--- src/rtl/branch_pkg.sv ---
// branch_pkg: shared definitions for the branch resolution unit.
//   - funct3 encodings for the conditional branch types (BEQ..BGEU)
//   - resolve FSM state encoding
//   - counter width for the post-redirect flush timer
package branch_pkg;

    localparam logic [2:0] F3_BEQ  = 3'b000;
    localparam logic [2:0] F3_BNE  = 3'b001;
    localparam logic [2:0] F3_BLT  = 3'b100;
    localparam logic [2:0] F3_BGE  = 3'b101;
    localparam logic [2:0] F3_BLTU = 3'b110;
    localparam logic [2:0] F3_BGEU = 3'b111;

    localparam int unsigned FLUSH_CNT_W = 3;

    typedef enum logic [1:0] {
        ST_IDLE  = 2'd0,
        ST_HOLD  = 2'd1,
        ST_FLUSH = 2'd2
    } state_e;

endpackage

--- src/rtl/branch_taken_dec.sv ---
// branch_taken_dec: combinational taken/illegal decode for conditional branches.
// Ports:
//   funct3        in  branch type
//   eq..geu       in  condition flags from the condition generator
//   br_taken      out branch condition holds (0 for illegal encodings)
//   br_illegal    out funct3 is not a valid branch encoding (010/011)
module branch_taken_dec
    import branch_pkg::*;
(
    input  logic [2:0] funct3,
    input  logic       eq,
    input  logic       ne,
    input  logic       lt,
    input  logic       ge,
    input  logic       ltu,
    input  logic       geu,
    output logic       br_taken,
    output logic       br_illegal
);

    always_comb begin
        br_taken   = 1'b0;
        br_illegal = 1'b0;
        case (funct3)
            F3_BEQ:  br_taken = eq;
            F3_BNE:  br_taken = ne;
            F3_BLT:  br_taken = lt;
            F3_BGE:  br_taken = ge;
            F3_BLTU: br_taken = ltu;
            F3_BGEU: br_taken = geu;
            default: br_illegal = 1'b1;
        endcase
    end

endmodule

--- src/rtl/branch_resolve.sv ---
// branch_resolve: resolves branch/jal/jalr, issues a redirect to fetch and
// holds flush for FLUSH_CYCLES cycles once the redirect is accepted.
// Optional build macro: BRANCH_STATS_EN adds taken/not-taken branch counters.
// Ports:
//   clk, rst_n              clock, synchronous active-low reset
//   in_valid / in_ready     request handshake (ready only in IDLE)
//   is_branch/is_jal/is_jalr, funct3, pc, imm, rs1, eq..geu   request payload
//   redir_valid/redir_ready/redir_pc                          redirect handshake
//   flush                   kill younger instructions
//   misalign, illegal       one-cycle error pulses
//   taken_cnt, nottaken_cnt (BRANCH_STATS_EN only) branch outcome counters
//
// state | meaning
// ------+-------------------------------------------------------------
// IDLE  | ready for a request; not-taken/error requests stay here
// HOLD  | redirect presented, waiting for redir_ready
// FLUSH | flush asserted, down-counter running to terminal count 0
module branch_resolve
    import branch_pkg::*;
#(
    parameter int unsigned FLUSH_CYCLES = 2
) (
    input  logic        clk,
    input  logic        rst_n,
    input  logic        in_valid,
    output logic        in_ready,
    input  logic        is_branch,
    input  logic        is_jal,
    input  logic        is_jalr,
    input  logic [2:0]  funct3,
    input  logic [31:0] pc,
    input  logic [31:0] imm,
    input  logic [31:0] rs1,
    input  logic        eq,
    input  logic        ne,
    input  logic        lt,
    input  logic        ge,
    input  logic        ltu,
    input  logic        geu,
    output logic        redir_valid,
    input  logic        redir_ready,
    output logic [31:0] redir_pc,
    output logic        flush,
    output logic        misalign,
`ifdef BRANCH_STATS_EN
    output logic        illegal,
    output logic [31:0] taken_cnt,
    output logic [31:0] nottaken_cnt
`else
    output logic        illegal
`endif
);

    localparam logic [FLUSH_CNT_W-1:0] FLUSH_LOAD = FLUSH_CNT_W'(FLUSH_CYCLES - 1);

    state_e                 state_q, state_d;
    logic [FLUSH_CNT_W-1:0] cnt_q, cnt_d;
    logic [31:0]            redir_pc_q, redir_pc_d;
    logic                   misalign_q, misalign_d;
    logic                   illegal_q, illegal_d;

    logic        br_taken, br_illegal;
    logic        accept;
    logic        sel_jalr, sel_jal, sel_br;
    logic        taken;
    logic [31:0] base, sum, target;

    branch_taken_dec u_dec (
        .funct3     (funct3),
        .eq         (eq),
        .ne         (ne),
        .lt         (lt),
        .ge         (ge),
        .ltu        (ltu),
        .geu        (geu),
        .br_taken   (br_taken),
        .br_illegal (br_illegal)
    );

    // Request classification with priority jalr > jal > branch.
    always_comb begin
        accept   = in_valid && (state_q == ST_IDLE);
        sel_jalr = is_jalr;
        sel_jal  = is_jal && !is_jalr;
        sel_br   = is_branch && !is_jal && !is_jalr;
        taken    = sel_jalr || sel_jal || (sel_br && br_taken);
        base     = sel_jalr ? rs1 : pc;
        sum      = base + imm;
        target   = sel_jalr ? {sum[31:1], 1'b0} : sum;
    end

    always_comb begin
        state_d    = state_q;
        cnt_d      = cnt_q;
        redir_pc_d = redir_pc_q;
        misalign_d = 1'b0;
        illegal_d  = 1'b0;

        case (state_q)
            ST_IDLE: begin
                if (accept) begin
                    illegal_d = sel_br && br_illegal;
                    if (taken) begin
                        // Target is latched even when misaligned so the
                        // faulting address is visible alongside the pulse.
                        redir_pc_d = target;
                        if (target[1:0] != 2'b00) begin
                            misalign_d = 1'b1;
                        end else begin
                            state_d = ST_HOLD;
                        end
                    end
                end
            end
            ST_HOLD: begin
                if (redir_ready) begin
                    state_d = ST_FLUSH;
                    cnt_d   = FLUSH_LOAD;
                end
            end
            ST_FLUSH: begin
                if (cnt_q == '0) begin
                    state_d = ST_IDLE;
                end else begin
                    cnt_d = cnt_q - 1'b1;
                end
            end
            default: begin
                state_d = ST_IDLE;
                cnt_d   = '0;
            end
        endcase
    end

    always_ff @(posedge clk) begin
        if (!rst_n) begin
            state_q    <= ST_IDLE;
            cnt_q      <= '0;
            redir_pc_q <= '0;
            misalign_q <= 1'b0;
            illegal_q  <= 1'b0;
        end else begin
            state_q    <= state_d;
            cnt_q      <= cnt_d;
            redir_pc_q <= redir_pc_d;
            misalign_q <= misalign_d;
            illegal_q  <= illegal_d;
        end
    end

    always_comb begin
        in_ready    = (state_q == ST_IDLE);
        redir_valid = (state_q == ST_HOLD);
        flush       = (state_q == ST_FLUSH);
        redir_pc    = redir_pc_q;
        misalign    = misalign_q;
        illegal     = illegal_q;
    end

`ifdef BRANCH_STATS_EN
    logic [31:0] taken_cnt_q, taken_cnt_d;
    logic [31:0] nottaken_cnt_q, nottaken_cnt_d;

    // Only conditional branches with a legal funct3 are counted.
    always_comb begin
        taken_cnt_d    = taken_cnt_q;
        nottaken_cnt_d = nottaken_cnt_q;
        if (accept && sel_br && !br_illegal) begin
            if (br_taken) begin
                taken_cnt_d = taken_cnt_q + 32'd1;
            end else begin
                nottaken_cnt_d = nottaken_cnt_q + 32'd1;
            end
        end
    end

    always_ff @(posedge clk) begin
        if (!rst_n) begin
            taken_cnt_q    <= '0;
            nottaken_cnt_q <= '0;
        end else begin
            taken_cnt_q    <= taken_cnt_d;
            nottaken_cnt_q <= nottaken_cnt_d;
        end
    end

    assign taken_cnt    = taken_cnt_q;
    assign nottaken_cnt = nottaken_cnt_q;
`endif

endmodule
--- config.mk ---
export PLATFORM = sky130hd
export DESIGN_NAME = branch_resolve
export DESIGN_NICKNAME = d
export VERILOG_FILES = /design/src/rtl/branch_pkg.sv /design/src/rtl/branch_taken_dec.sv /design/src/rtl/branch_resolve.sv
export SDC_FILE = /design/constraint.sdc
export NUM_CORES = 1
export LEC_CHECK = 0
export CAP_MARGIN = 10
export CORE_ASPECT_RATIO = 2
export CORE_MARGIN = 5
export CORE_UTILIZATION = 45
export DETAILED_ROUTE_END_ITERATION = 8
export PLACE_DENSITY = 0.89
export SLEW_MARGIN = 40
export SYNTH_ARGS = -nofsm -noshare
export SYNTH_HDL_FRONTEND = slang
export SYNTH_SLANG_ARGS = --single-unit
--- constraint.sdc ---
create_clock -name clk -period 4.3 [get_ports clk]
set_input_delay 0.86 -clock clk [delete_from_list [all_inputs] [get_ports clk]]
set_output_delay 0.86 -clock clk [all_outputs]
set_load 0.01 [all_outputs]
==> results.py <==
metrics = {
    "logic_synthesis": {
        "syn_area_per_cell_um2": 7.94,
        "ys_seq_area_frac": 0.206,
        "syn_inst": 478,
        "ys_warn_count": 0,
        "ys_top_cells_by_area": "dfxtp_1 (21%), ha_1 (12%), mux2_2 (9.5%), a21oi_1 (6.3%), nand2_1 (5.8%)",
        "synthArstFlopShare": 0,
        "synth-seq-cells": 39,
        "synth_edf_count": 0,
        "syn-cell-area_um2": 3800,
        "synth_top_area_cell": "dfxtp_1",
        "yosysUniqueCellTypes": 67,
        "synthesis.nets": 627,
        "ys.flop_type": "dfxtp_1",
        "yosys.area.top_type_share": 0.206,
    },
    "job": {
        "cap_violations": 0,
    },
    "worst_setup_path": {
        "worstSetupStartpointType": "input port",
        "critical_path.max_fanout": 28,
        "worstPathRequired_ns": 4.48,
        "critPathCaptureType": "flop",
        "reg2reg_depth": 7,
        "r2r_slack_ns": 1.76,
        "crit_arrival_ns": 3.84,
        "rr_startpoint": "state_q[0]",
        "rr_endpoint": "redir_pc[24]",
        "worst-setup-path-type": "input port to flop",
    },
    "floorplan": {
        "die_h_um": 140,
        "ios": 149,
        "initial_core_util": 0.458,
        "core_um2": 8290,
        "fp.dieW_um": 74.9,
        "num_rows": 47,
        "die_area_um2": 10500,
    },
    "hold_path": {
        "whs_path_depth": 2,
        "hp-start": "cnt_q[2]",
        "hold_path_class": "flop to flop",
        "min_to": "cnt_q[2]",
    },
    "placement": {
        "port_buffers": 148,
        "gp_congestion": 0.959,
        "pre_cts_slack_ns": 0.372,
        "hpwlAfterDp_um": 11200,
    },
    "layout": {
        "mostFrequentLayoutCells": "clkdlybuf4s50_1 (147), nand2_1 (59), a21oi_1 (48), dfxtp_1 (39), ha_1 (36)",
        "nets": 774,
        "area_growth_pct": 46.2,
        "fin_util": 0.669,
        "multi_input_area_um2": 2870,
        "nFillCells": 717,
        "layout_commonest_cell": "clkdlybuf4s50_1",
        "n_antenna_cell": 0,
        "ff_latch_area_um2": 781,
        "layout-drive-gt1-share": 0.105,
    },
    "timing": {
        "skew_ns": 0.00533,
        "setup_violations": 0,
        "worst_slack_ns": 0.638,
        "final.min_clock_period_ns": 3.66,
        "finalMaxSlewViolations": 0,
        "max_freq_ghz": 0.273,
        "maxSlewHeadroom": 0.497,
        "finalHoldViolations": 0,
        "hold_ws_ns": 0.460,
        "finalSetupTns_ns": 0,
        "timing.final.crit_share": 0.852,
        "rsz0062_at_grt": "no",
        "tightest_slew_ns": 0.750,
    },
    "clocking": {
        "numClockSinks": 39,
        "cts_setup_buffers": 0,
        "cts_buffers": 5,
        "cts_root_buf": "clkbuf_16",
        "cts_tree": "yes",
        "clockBufferDepth": 2,
        "holdBufCountCts": 0,
        "cts_resized": 0,
        "cts.htree.levels": 2,
        "clkTransAtPathRegs_ns": 0.06,
        "insertion_delay_ns": 0.29,
    },
    "global_route": {
        "grt_max_degree": 33,
        "overflow": 0,
        "grt_pass1_wl_um": 21000,
        "grt_pass1_vias": 4559,
        "grt.total_usage": 0.258,
        "antenna_found_initial": 0,
    },
    "route": {
        "first_pass_iters": 4,
        "wl_um": 13600,
        "wl_per_cell_um": 18.7,
        "final_antenna_net_count": 0,
        "vias": 4376,
        "drc_errors": 0,
        "routed_via_density": 6.04,
        "drtIter0Drc": 303,
    },
    "pwr": {
        "power_density_nw_per_um2": 321,
        "max-vdd-ir-drop_v": 0.000305,
        "leakage_uw": 0.00215,
    },
    "run_status": {
        "status": "finished clean",
    },
}
-- metal layers --
metal | part of all wire | wire (um) | up-vias | global-route usage
li1 | - | - | 2108 | -
met1 | 0.32 | 4280 | 2042 | 0.231
met2 | 0.57 | 7730 | 172 | 0.494
met3 | 0.053 | 721 | 54 | 0.0308
met4 | 0.061 | 831 | 0 | 0.174
met5 | 0 | 0 | - | 0
-- through the flow --
step | std cells | power [uW] | cell area (um^2)
detailed placement | 716 | 1390 | 5410
global route | 724 | 1890 | 5550
floorplan | 478 | 997 | 3800
finish | 724 | 1780 | 5550
CTS | 724 | 1780 | 5550
global placement | 716 | 1370 | 5410
-- worst max path at each step --
stage,start,endpoint,slack [ns],depth (start not counted)
after floorplan,is_jalr,redir_pc[22],0.30,11
after global placement,rs1[0],redir_pc[22],0.43,11
after detailed placement,is_jalr,redir_pc[31],0.37,11
after CTS,is_jalr,redir_pc[31],0.67,11
after global routing,is_jalr,redir_pc[31],0.50,11
final,is_jalr,redir_pc[31],0.64,11
-- synth_stat cells (all sizes together), types with 8 or more instances --
| cell type | count |
|---|---|
| dfxtp | 39 |
| nand2 | 60 |
| a211oi | 9 |
| a31oi | 9 |
| o21ai | 27 |
| buf | 9 |
| a21oi | 48 |
| nand3 | 21 |
| nor2 | 17 |
| nand4 | 13 |
| inv | 12 |
| mux2 | 32 |
| a21o | 14 |
| clkbuf | 12 |
| xnor2 | 10 |
| or3 | 8 |
| nor3 | 14 |
| ha | 36 |
-- final cells by class --
class / instances / area share
clock buffers: 5 / 0.0225
inverters: 12 / 0.00812
clock inverters: 3 / 0.00361
well taps: 98 / 0.0221
repair buffers: 161 / 0.286
flip-flops and latches: 39 / 0.141
multi-input cells: 406 / 0.517
-- kinds of logic after synthesis --
group | after synthesis | synth area share
AOI/OAI and AO/OA | 150 | 0.262
xor gates and xnor gates | 15 | 0.0346
adders and majority gates | 37 | 0.124
buffers and inverters | 33 | 0.0382
DFF | 39 | 0.206
muxes | 36 | 0.109
and+or+nand+nor | 168 | 0.226
-- registers in the layout, summed over array words and instances (netlist names) --
register	count
illegal	1
state_q	2
misalign	1
redir_pc	32
cnt_q	3
-- where the power goes --
| group | internal [uW] | leakage (uW) | switching [uW] | total [uW] |
|---|---|---|---|---|
| Combinational | 450 | 0.00177 | 478 | 928 |
| Sequential | 427 | 0.000319 | 40.5 | 467 |
| Clock | 214 | 0.0000658 | 169 | 384 |
-- critical path, stage by stage --
cell and delay (ns):
buf_2 0.27, buf_12 0.23, mux2_2 0.36, ha_1 0.39
a21oi_1 0.24, o21ai_0 0.32, a21oi_1 0.22, o22ai_1 0.11
a211oi_1 0.34, a21oi_1 0.13, a311o_1 0.33
No activity file was read; power rests on OpenSTA's default activity.
